### src/rtl/mult_sequencer_pkg.sv
// -----------------------------------------------------------------------------
// mult_sequencer_pkg
//   Shared definitions for the multiply sequencer and the 8-register / ALU
//   datapath it controls: register indices, ALU opcodes, FSM state encoding,
//   the per-state control word, and a helper that maps a state to the select
//   and opcode values the datapath must see while in that state.
//
//   Optional feature macro used by mult_sequencer: MULT_SEQ_OVF_ABORT_EN.
// -----------------------------------------------------------------------------
package mult_sequencer_pkg;

    // Register-select and opcode widths are fixed by the 8-register file and
    // the 3-bit ALU opcode space.
    localparam int SELECTIONDECO  = 3;
    localparam int SELECTIONALU   = 3;
    localparam int DEF_DATAWIDTH  = 8;

    typedef logic [SELECTIONDECO-1:0] reg_sel_t;
    typedef logic [SELECTIONALU-1:0]  alu_op_t;

    // Register map
    localparam reg_sel_t REG_ACC  = 3'd0;  // accumulator / result
    localparam reg_sel_t REG_A    = 3'd1;  // multiplicand (read only)
    localparam reg_sel_t REG_CNT  = 3'd2;  // multiplier, counted down to 0
    localparam reg_sel_t REG_ONE  = 3'd6;  // fixed constant 1
    localparam reg_sel_t REG_NOWR = 3'd7;  // write parking slot (no effect)

    // ALU opcodes
    localparam alu_op_t ALU_ADD   = 3'd0;  // A + B
    localparam alu_op_t ALU_SUB   = 3'd1;  // A - B
    localparam alu_op_t ALU_PASSA = 3'd2;  // A

    typedef enum logic [2:0] {
        ST_IDLE = 3'd0,
        ST_CLR  = 3'd1,
        ST_CHK  = 3'd2,
        ST_ADD  = 3'd3,
        ST_DEC  = 3'd4,
        ST_DONE = 3'd5
    } state_e;

    // Everything the sequencer drives towards the datapath and the host.
    typedef struct packed {
        reg_sel_t sel_a;
        reg_sel_t sel_b;
        reg_sel_t sel_c;
        alu_op_t  alu;
        logic     busy;
        logic     done;
    } ctrl_t;

    // Control word for a given state. Outputs are Moore: the word is computed
    // from the next state and registered, so it lines up with state_q.
    function automatic ctrl_t state_drive(input state_e st);
        ctrl_t c;
        c.sel_a = 3'd0;
        c.sel_b = 3'd0;
        c.sel_c = REG_NOWR;
        c.alu   = ALU_PASSA;
        c.busy  = 1'b1;
        c.done  = 1'b0;
        case (st)
            ST_IDLE: begin
                c.busy = 1'b0;
            end
            ST_CLR: begin
                // A - A = 0 written into the accumulator
                c.sel_a = REG_A;
                c.sel_b = REG_A;
                c.alu   = ALU_SUB;
                c.sel_c = REG_ACC;
            end
            ST_CHK: begin
                // pass the counter through so the ALU zero flag tests it
                c.sel_a = REG_CNT;
                c.alu   = ALU_PASSA;
            end
            ST_ADD: begin
                c.sel_a = REG_ACC;
                c.sel_b = REG_A;
                c.alu   = ALU_ADD;
                c.sel_c = REG_ACC;
            end
            ST_DEC: begin
                c.sel_a = REG_CNT;
                c.sel_b = REG_ONE;
                c.alu   = ALU_SUB;
                c.sel_c = REG_CNT;
            end
            ST_DONE: begin
                c.done = 1'b1;
            end
            default: begin
                c.busy = 1'b0;
            end
        endcase
        return c;
    endfunction

endpackage

### src/rtl/mult_sequencer_iter_counter.sv
// -----------------------------------------------------------------------------
// mult_sequencer_iter_counter
//   Free-standing iteration counter used as a runaway guard for the multiply
//   loop. Counts enabled cycles; tc flags the all-ones terminal value.
//
//   Ports
//     clk  in   system clock
//     rst  in   synchronous active-high reset (counter to 0)
//     clr  in   synchronous clear (counter to 0)
//     en   in   increment enable
//     tc   out  high while the count equals 2^WIDTH-1
// -----------------------------------------------------------------------------
module mult_sequencer_iter_counter #(
    parameter int WIDTH = 8
) (
    input  logic clk,
    input  logic rst,
    input  logic clr,
    input  logic en,
    output logic tc
);

    logic [WIDTH-1:0] count_q;
    logic [WIDTH-1:0] count_d;

    always_comb begin
        count_d = count_q;
        if (clr) begin
            count_d = '0;
        end else if (en) begin
            count_d = count_q + WIDTH'(1);
        end
    end

    always_ff @(posedge clk) begin
        if (rst) begin
            count_q <= '0;
        end else begin
            count_q <= count_d;
        end
    end

    assign tc = &count_q;

endmodule

### src/rtl/mult_sequencer.sv
// -----------------------------------------------------------------------------
// mult_sequencer
//   Controller for the 8-register / ALU datapath. Computes
//   R_ACC = R_A * R_CNT by repeated addition, with a start/done handshake so
//   a host FSM can share the datapath. R_CNT is destroyed (counted to 0).
//
//   Ports
//     clk        in   system clock
//     rst        in   synchronous reset, active-high
//     sStart     in   start request, only looked at in IDLE
//     sZero      in   ALU zero flag (combinational from current selects)
//     sCarry     in   ALU carry flag
//     sBusy      out  high in every state except IDLE
//     sDone      out  one-cycle pulse, result valid in REG_ACC
//     sErr       out  sticky error, cleared when a start is accepted
//     sSelDecoA  out  bus-A mux select
//     sSelDecoB  out  bus-B mux select
//     sSelDecoC  out  write-decoder select (REG_NOWR = no write)
//     sSelAlu    out  ALU opcode
//
//   Build option
//     MULT_SEQ_OVF_ABORT_EN : carry out of an ADD step flags sErr and aborts
//                             straight to DONE (accumulator keeps the wrapped
//                             sum). Without it the product wraps silently.
// -----------------------------------------------------------------------------
module mult_sequencer
    import mult_sequencer_pkg::*;
#(
    parameter int DATAWIDTH = DEF_DATAWIDTH
) (
    input  logic                     clk,
    input  logic                     rst,
    input  logic                     sStart,
    input  logic                     sZero,
    input  logic                     sCarry,
    output logic                     sBusy,
    output logic                     sDone,
    output logic                     sErr,
    output logic [SELECTIONDECO-1:0] sSelDecoA,
    output logic [SELECTIONDECO-1:0] sSelDecoB,
    output logic [SELECTIONDECO-1:0] sSelDecoC,
    output logic [SELECTIONALU-1:0]  sSelAlu
);

    state_e state_q, state_d;
    ctrl_t  ctrl_q,  ctrl_d;
    logic   err_q,   err_d;

    logic   iter_clr;
    logic   iter_en;
    logic   iter_tc;

    // Counts ADD steps of the current operation; reaching all-ones without
    // the multiplier hitting zero means the datapath is misbehaving.
    mult_sequencer_iter_counter #(
        .WIDTH (DATAWIDTH)
    ) u_iter_counter (
        .clk (clk),
        .rst (rst),
        .clr (iter_clr),
        .en  (iter_en),
        .tc  (iter_tc)
    );

`ifndef MULT_SEQ_OVF_ABORT_EN
    // Carry is irrelevant when the product is allowed to wrap.
    logic unused_carry;
    assign unused_carry = sCarry;
`endif

    always_comb begin
        state_d  = state_q;
        err_d    = err_q;
        iter_clr = 1'b0;
        iter_en  = 1'b0;

        case (state_q)
            ST_IDLE: begin
                if (sStart) begin
                    state_d  = ST_CLR;
                    err_d    = 1'b0;
                    iter_clr = 1'b1;
                end
            end
            ST_CLR: begin
                state_d = ST_CHK;
            end
            ST_CHK: begin
                if (sZero) begin
                    state_d = ST_DONE;
                end else if (iter_tc) begin
                    // runaway guard: multiplier never reached zero
                    err_d   = 1'b1;
                    state_d = ST_DONE;
                end else begin
                    state_d = ST_ADD;
                end
            end
            ST_ADD: begin
                iter_en = 1'b1;
`ifdef MULT_SEQ_OVF_ABORT_EN
                if (sCarry) begin
                    err_d   = 1'b1;
                    state_d = ST_DONE;
                end else begin
                    state_d = ST_DEC;
                end
`else
                state_d = ST_DEC;
`endif
            end
            ST_DEC: begin
                state_d = ST_CHK;
            end
            ST_DONE: begin
                state_d = ST_IDLE;
            end
            default: begin
                state_d = ST_IDLE;
            end
        endcase

        ctrl_d = state_drive(state_d);
    end

    always_ff @(posedge clk) begin
        if (rst) begin
            state_q <= ST_IDLE;
            err_q   <= 1'b0;
            ctrl_q  <= state_drive(ST_IDLE);
        end else begin
            state_q <= state_d;
            err_q   <= err_d;
            ctrl_q  <= ctrl_d;
        end
    end

    assign sBusy     = ctrl_q.busy;
    assign sDone     = ctrl_q.done;
    assign sErr      = err_q;
    assign sSelDecoA = ctrl_q.sel_a;
    assign sSelDecoB = ctrl_q.sel_b;
    assign sSelDecoC = ctrl_q.sel_c;
    assign sSelAlu   = ctrl_q.alu;

endmodule

### config.mk
export PLATFORM = sky130hd
export DESIGN_NAME = mult_sequencer
export DESIGN_NICKNAME = d
export VERILOG_FILES = /design/src/rtl/mult_sequencer_pkg.sv /design/src/rtl/mult_sequencer_iter_counter.sv /design/src/rtl/mult_sequencer.sv
export SDC_FILE = /design/constraint.sdc
export NUM_CORES = 1
export LEC_CHECK = 0
export ABC_AREA = 1
export BUFFER_PORTS_ARGS = -buffer_cell sky130_fd_sc_hd__buf_2
export CAP_MARGIN = 30
export CORE_MARGIN = 3
export CORE_UTILIZATION = 23
export CTS_BUF_LIST = sky130_fd_sc_hd__clkbuf_4
export DETAILED_ROUTE_END_ITERATION = 8
export GPL_TIMING_DRIVEN = 0
export PLACE_DENSITY = 0.37
export SYNTH_ARGS = -nofsm -noshare
export SYNTH_HDL_FRONTEND = slang
export SYNTH_HIERARCHICAL = 1
export SYNTH_SLANG_ARGS = --single-unit
export TNS_END_PERCENT = 5
### constraint.sdc
create_clock -name clk -period 1.6 [get_ports clk]
set_clock_uncertainty 0.1 [all_clocks]
set_input_delay 0.32 -clock clk [delete_from_list [all_inputs] [get_ports clk]]
set_output_delay 0.32 -clock clk [all_outputs]
set_load 0.05 [all_outputs]
==> out/metrics.yaml, run 1 <==
placement:
  placed_cells: 176
  place_congestion: 0.735
  place_hpwl_um: 1270
  io_buffers: 16
  dp_worst_setup_slack_ps: -11.8
hold_path:
  holdPathStages: 2
  worstHoldEndpoint: "sSelAlu[0]$_SDFF_PP0_"
  hold_start: "rst"
  min_path_type: "primary input to flip-flop"
die:
  rows: 21
  io_pins: 20
  initial_core_util: 0.252
  coreArea_um2: 3490
  fp.dieW_um: 67.8
  dieHeight_um: 67.8
  die_area_um2: 4600
drt:
  via_per_inst: 4.03
  wl_um: 1670
  dr_wl_met2_um: 694
  drc: 0
  top_layer: "met4"
  wl_met1_um: 852
  wl_met3_um: 109
  wl_per_cell_um: 9.30
  drtAntennaViolNets: 0
  first_pass_iters: 4
  drtIter0Drc: 24
  via_count: 725
sta:
  setup_slack_ps: 158
  finalHoldViolCount: 0
  rsz0062_at_grt: "false"
  finalCritPeriodShare: 0.901
  timing.final.max_slew_violations: 0
  finalSetupViolCount: 0
  min_period_ps: 1440
  max_freq_mhz: 694
worst_setup_path:
  crit_buf_inv: 3
  start_kind: "flip-flop"
  cp.depth: 10
  r2r_slack_ps: 160
  critPathMaxStageDelay_ps: 370
  cp_cell_sequence: "inv_1 -> nor2_4 -> nand2_2 -> inv_2 -> nand2_2 -> nor2_4 -> nand3_2 -> nand2_1 -> inv_1 -> nor2_1"
  reg2reg_depth: 10
  crit-reg2reg-launch: "state_q[1]$_SDFF_PP0_"
  startpoint: "state_q[1]$_SDFF_PP0_"
  crit_type: "flip-flop to flip-flop"
  cp.arrival_ps: 1590
  crit_fanout: 7
  end_kind: "flip-flop"
  cpLargestDelayFamily: "simple AND/OR/NAND/NOR gates"
  crit_slowest_cell: "dfxtp_1"
  required_ps: 1750
  r2r_end: "u_iter_counter/count_q[7]$_SDFFE_PP0P_"
yosys:
  avgSynthCellArea_um2: 7.78
  seq_area_frac_synth: 0.501
  ys_warn_count: 6
  ys_seq_elements: 22
  syn_inst: 113
  syn_area_um2: 880
  synth.distinct_cells: 16
clock_network:
  cts_sinks: 22
  h-tree-depth: 1
  clkTransAtPathRegs_ps: 120
  numCtsBuffers: 3
  clk_latency_ps: 300
  cts_tree: "yes"
  cts.path.max_buffers: 2
  ctsHoldBuffers: 0
  cts_root_buffer: "clkbuf_4"
grt:
  grt_pass1_wl_um: 2760
  antenna_found_initial: 0
  overflow: 0
  grt_pass1_vias: 630
  grt.total_usage: 0.0808
  grt_max_degree: 13
finish:
  area_delta_synth_final_pct: 21.5
  num-nets-final: 141
  fin_cells: 180
  drive_above_1_share: 0.276
  antenna_cells: 0
  final_util: 0.306
power_and_ir_drop:
  ir_worst_vdd_v: 0.000360
  p_total_uw: 1220
  powerDensity_nw_per_um2: 1150
  p_leak_uw: 0.000484
flow_run:
  max-cap-violations: 0
run_status:
  status: "completed"
==> sequential cells by signal (all words and copies together), names as in the netlist <==
signal                  flops
sBusy                       1
sSelAlu                     2
sSelDecoC                   2
sSelDecoB                   2
state_q                     3
sErr                        1
u_iter_counter/count_q      8
sDone                       1
sSelDecoA                   2
==> what timing repair did <==
item                       CTS  global route
setup endpoints to repair    2            14
setup buffers                0             0
gates resized for setup      1             6
==> cells by family (layout without fill, tap and decap cells) <==
family,count (synthesis),count (layout),share of synthesized area
flip-flops,22,22,0.501
adder cells (fa/ha/maj),1,1,0.0142
buffers and inverters,21,41,0.107
AO/OA/AOI/OAI,13,13,0.0740
AND/OR/NAND/NOR,55,55,0.300
other,1,2,0.00426
==> per-layer routing <==
metal,up-vias,global-route usage
li1,389,-
met1,322,0.113
met2,12,0.112
met3,2,0.0263
met4,0,0.0372
met5,-,0
==> stage by stage <==
step / setup TNS [ps] / hold slack [ps] / cell area [um2]
after global routing: 0 / 189 / 1070
final: 0 / 196 / 1070
after global placement: 0 / 337 / 1020
after CTS: 0 / 160 / 1050
after floorplan: 0 / 289 / 883
after detailed placement: -11.8 / 341 / 1020
==> cells in the mapped netlist <==
cell type	instances	area share
dfxtp_1	22	0.50
nand2_1	18	0.077
nor2_1	18	0.077
inv_1	17	0.073
a21oi_1	8	0.046
nand3_1	7	0.040
o21ai_0	5	0.028
buf_4	4	0.034
nand2_2	3	0.021
nand3_2	2	0.023
nand4_1	2	0.014
nor2_4	2	0.026
nor3_1	2	0.011
conb_1	1	0.0043
ha_1	1	0.014
nor3_2	1	0.011
==> cell type report <==
class | instances | area [um2]
buffer | 4 | 30.0
clock buffer | 3 | 22.5
tap | 46 | 57.6
inverter | 17 | 63.8
clock inverter | 1 | 3.75
multi-input combinational | 71 | 369
sequential | 22 | 442
fill | 376 | 2430
timing repair buffer | 16 | 80.1
==> placed cells by master (no fill, tap or decap), drive strengths merged <==
master	Yosys	final
inv	17	17
clkbuf	0	3
nand4	2	2
nand2	21	21
clkinv	0	1
ha	1	1
buf	4	20
nand3	9	9
a21oi	8	8
nor2	20	20
conb	1	2
nor3	3	3
o21ai	5	5
dfxtp	22	22
==> how the worst max path moves through the flow <==
stage	to	slack, ps
finish	u_iter_counter/count_q[7]$_SDFFE_PP0P_	160
global route	u_iter_counter/count_q[7]$_SDFFE_PP0P_	20
CTS	u_iter_counter/count_q[3]$_SDFFE_PP0P_	8
detailed placement	u_iter_counter/count_q[6]$_SDFFE_PP0P_	-10
global placement	u_iter_counter/count_q[6]$_SDFFE_PP0P_	10
floorplan	u_iter_counter/count_q[6]$_SDFFE_PP0P_	260
==> power breakdown <==
part           switching (uW)  internal [uW]
sequential               19.7            598
clock                     165           90.8
combinational             270           81.6
total                     454            770
Power figures use the tool's default switching activity.
==> run 2: changes to the inputs <==
--- a/config.mk
+++ b/config.mk
@@ -8,14 +8,13 @@
 export ABC_AREA = 1
 export BUFFER_PORTS_ARGS = -buffer_cell sky130_fd_sc_hd__buf_2
 export CAP_MARGIN = 30
-export CORE_MARGIN = 3
+export CORE_MARGIN = 2
 export CORE_UTILIZATION = 23
 export CTS_BUF_LIST = sky130_fd_sc_hd__clkbuf_4
 export DETAILED_ROUTE_END_ITERATION = 8
 export GPL_TIMING_DRIVEN = 0
-export PLACE_DENSITY = 0.37
+export PLACE_DENSITY = 0.36
 export SYNTH_ARGS = -nofsm -noshare
 export SYNTH_HDL_FRONTEND = slang
-export SYNTH_HIERARCHICAL = 1
 export SYNTH_SLANG_ARGS = --single-unit
 export TNS_END_PERCENT = 5
==> run 2 against run 1 <==
  * Power decreased by 14%
  * Critical path depth is 8 lower
  * Final area grew 4.0%
  * Utilization down 2.6 points
  * Non-clock buffer count is the same
  * Die area is 0.86% higher
  * Count of clock-buffer cells in the layout stayed put
  * Wire length increased by 9.9%
  * Flip-flop and latch count did not move
  * First-iteration DRC count rose by 13%
  * Sequential power fell by 4.5%
  * Sequential share of layout area down 1.6 points
  * Largest cell class unchanged
  * Highest routed layer unchanged
==> out/metrics.yaml, run 2 <==
sta:
  timing.final.max_slew_violations: 0
  max_freq_mhz: 711
  min_period_ps: 1410
  finalSetupViolCount: 0
  setup_slack_ps: 195
  rsz0062_at_grt: "false"
  tns_ps: 0
  finalHoldViolCount: 0
  finalCritPeriodShare: 0.878
  whs_ps: 183
worst_setup_path:
  end_kind: "primary output"
  crit-reg2reg-launch: "u_iter_counter.count_q[1]$_SDFFE_PP0P_"
  crit_fanout: 2
  required_ps: 1180
  r2r_slack_ps: 210
  r2r_end: "sSelDecoB[0]$_SDFF_PP0_"
  cp.arrival_ps: 990
  start_kind: "flip-flop"
  crit_type: "flip-flop to primary output"
  reg2reg_depth: 8
yosys:
  yosys-top-cells-area: "dfxtp_1 (47%), nand2_1 (11%), inv_1 (6.0%), nor2_1 (5.2%), a21oi_1 (3.7%)"
  synth_edf_count: 0
  syn_area_um2: 946
  synth_most_common_cell: "nand2_1"
  syn_inst: 119
  seq_area_frac_synth: 0.466
  synth.distinct_cells: 23
  synthAdderAreaFrac: 0.0132
  yosysTopAreaCell: "dfxtp_1"
  yosys-top-cells-count: "nand2_1 (28), dfxtp_1 (22), inv_1 (15), nor2_1 (13), a21oi_1 (7)"
  synth_compound_area_frac: 0.0661
  synthMuxAreaShare: 0
  synth-simple-area-share: 0.335
  synth_top_family_by_area: "simple AND/OR/NAND/NOR gates"
  synth_xor_area_frac: 0.00926
  ys_dominant_reg_cell: "dfxtp_1"
  avgSynthCellArea_um2: 7.95
  async_flop_share: 0
  ys_seq_elements: 22
  synth_top_area_frac: 0.466
  ys_warn_count: 0
finish:
  final_common_cell: "nand2_1"
  fill_cells: 452
  drive_above_1_share: 0.246
  largest_register_ffs: 8
  num-nets-final: 146
  final_util: 0.280
  multiInputGateArea_um2: 408
  area_delta_synth_final_pct: 17.5
  regArea_um2: 442
  final_cell_mix: "nand2_1 (28), dfxtp_1 (21), inv_1 (15), buf_2 (15), nor2_1 (13)"
  regMostFlops: "u_iter_counter.count_q"
  reg.largest.list: "u_iter_counter.count_q x8, state_q x3"
  antenna_cells: 0
hold_path:
  worstHoldEndpoint: "sErr$_SDFFE_PP0P_"
  holdPathStages: 4
  min_path_type: "primary input to flip-flop"
  hold_start: "sZero"
power_and_ir_drop:
  comb_power_share: 0.203
  power_switching_uw: 335
  powerDensity_nw_per_um2: 945
  intPower_uw: 715
  clkPwrFrac: 0.236
  p_leak_uw: 0.000487
  ir_worst_vdd_v: 0.000375
  switching_share: 0.319
  power_frac_seq: 0.561
die:
  fp.dieW_um: 68.1
  io_pins: 20
  dieHeight_um: 68.1
  initial_core_util: 0.238
  rows: 23
  coreArea_um2: 3970
  die_area_um2: 4640
drt:
  wl_met3_um: 69
  dr_wl_met2_um: 877
  first_pass_iters: 4
  via_per_inst: 3.93
  drtAntennaViolNets: 0
  drtIter0Drc: 27
  wl_um: 1840
  wl_per_cell_um: 9.79
  drc: 0
  wl_met1_um: 877
  via_count: 739
  top_layer: "met4"
grt:
  antenna_found_initial: 0
  grt_max_degree: 12
  overflow: 0
  grt_pass1_wl_um: 3440
  grt.total_usage: 0.0993
  grt_pass1_vias: 778
clock_network:
  post_cts_buffers: 0
  h-tree-depth: 1
  numCtsBuffers: 3
  cts_tree: "yes"
  cts_resized: 0
  ctsHoldBuffers: 0
  cts.path.max_buffers: 2
  clk_latency_ps: 300
  cts_sinks: 22
  clkTransAtPathRegs_ps: 120
  cts_root_buffer: "clkbuf_4"
placement:
  place_hpwl_um: 1450
  place_congestion: 0.711
  dp_worst_setup_slack_ps: 173
  io_buffers: 15
flow_run:
  max-cap-violations: 0
run_status:
  status: "completed"
==> run 2: area by class of cell <==
type                       count  share of cell area
timing repair buffer          15              0.0676
inverter                      18              0.0608
sequential                    22               0.398
buffer                         5              0.0304
tap                           50              0.0563
multi-input combinational     75               0.367
clock buffer                   3              0.0203
==> run 2: worst max-delay path by stage <==
stage / from / end / cells after the start
after floorplan: sSelDecoB[1]$_SDFF_PP0_ / sSelDecoB[2] / 1
after global placement: rst / u_iter_counter.count_q[2]$_SDFFE_PP0P_ / 6
after detailed placement: rst / u_iter_counter.count_q[2]$_SDFFE_PP0P_ / 6
after CTS: u_iter_counter.count_q[0]$_SDFFE_PP0P_ / sSelDecoB[0]$_SDFF_PP0_ / 8
after global routing: u_iter_counter.count_q[1]$_SDFFE_PP0P_ / sSelDecoB[0]$_SDFF_PP0_ / 8
final: sSelDecoB[1]$_SDFF_PP0_ / sSelDecoB[2] / 2
==> run 2: per-stage QoR <==
| step | instances | area [um2] | total power, uW |
|---|---|---|---|
| floorplan | 120 | 950 | 773 |
| global placement | 185 | 1090 | 819 |
| detailed placement | 185 | 1090 | 819 |
| CTS | 188 | 1110 | 1080 |
| global route | 188 | 1110 | 1120 |
| finish | 188 | 1110 | 1050 |
==> run 2: per-layer routing <==
layer / global-route usage / vias to the layer above
met3: 0.0329 / 2
li1: - / 403
met5: 0 / -
met1: 0.117 / 325
met4: 0.0225 / 0
met2: 0.174 / 9
==> run 2: power by group through the flow <==
stage / Combinational (uW) / Clock [uW] / Sequential, uW
after CTS: 218 / 270 / 589
final: 213 / 248 / 589
after floorplan: 97.4 / 0 / 676
after global routing: 236 / 294 / 592
after global placement: 217 / 0 / 601
after detailed placement: 218 / 0 / 601
==> run 2: kinds of logic after synthesis <==
kind of cell | Yosys count
buffers and inverters | 23
and+or+nand+nor | 59
xor gates and xnor gates | 1
adders and majority gates | 1
AOI/OAI and AO/OA | 12
other | 1
DFF | 22
==> run 2: critical path, cell delays in order, from the launching register on <==
cell and delay (ps):
dfxtp_1 340, buf_4 90, buf_2 240
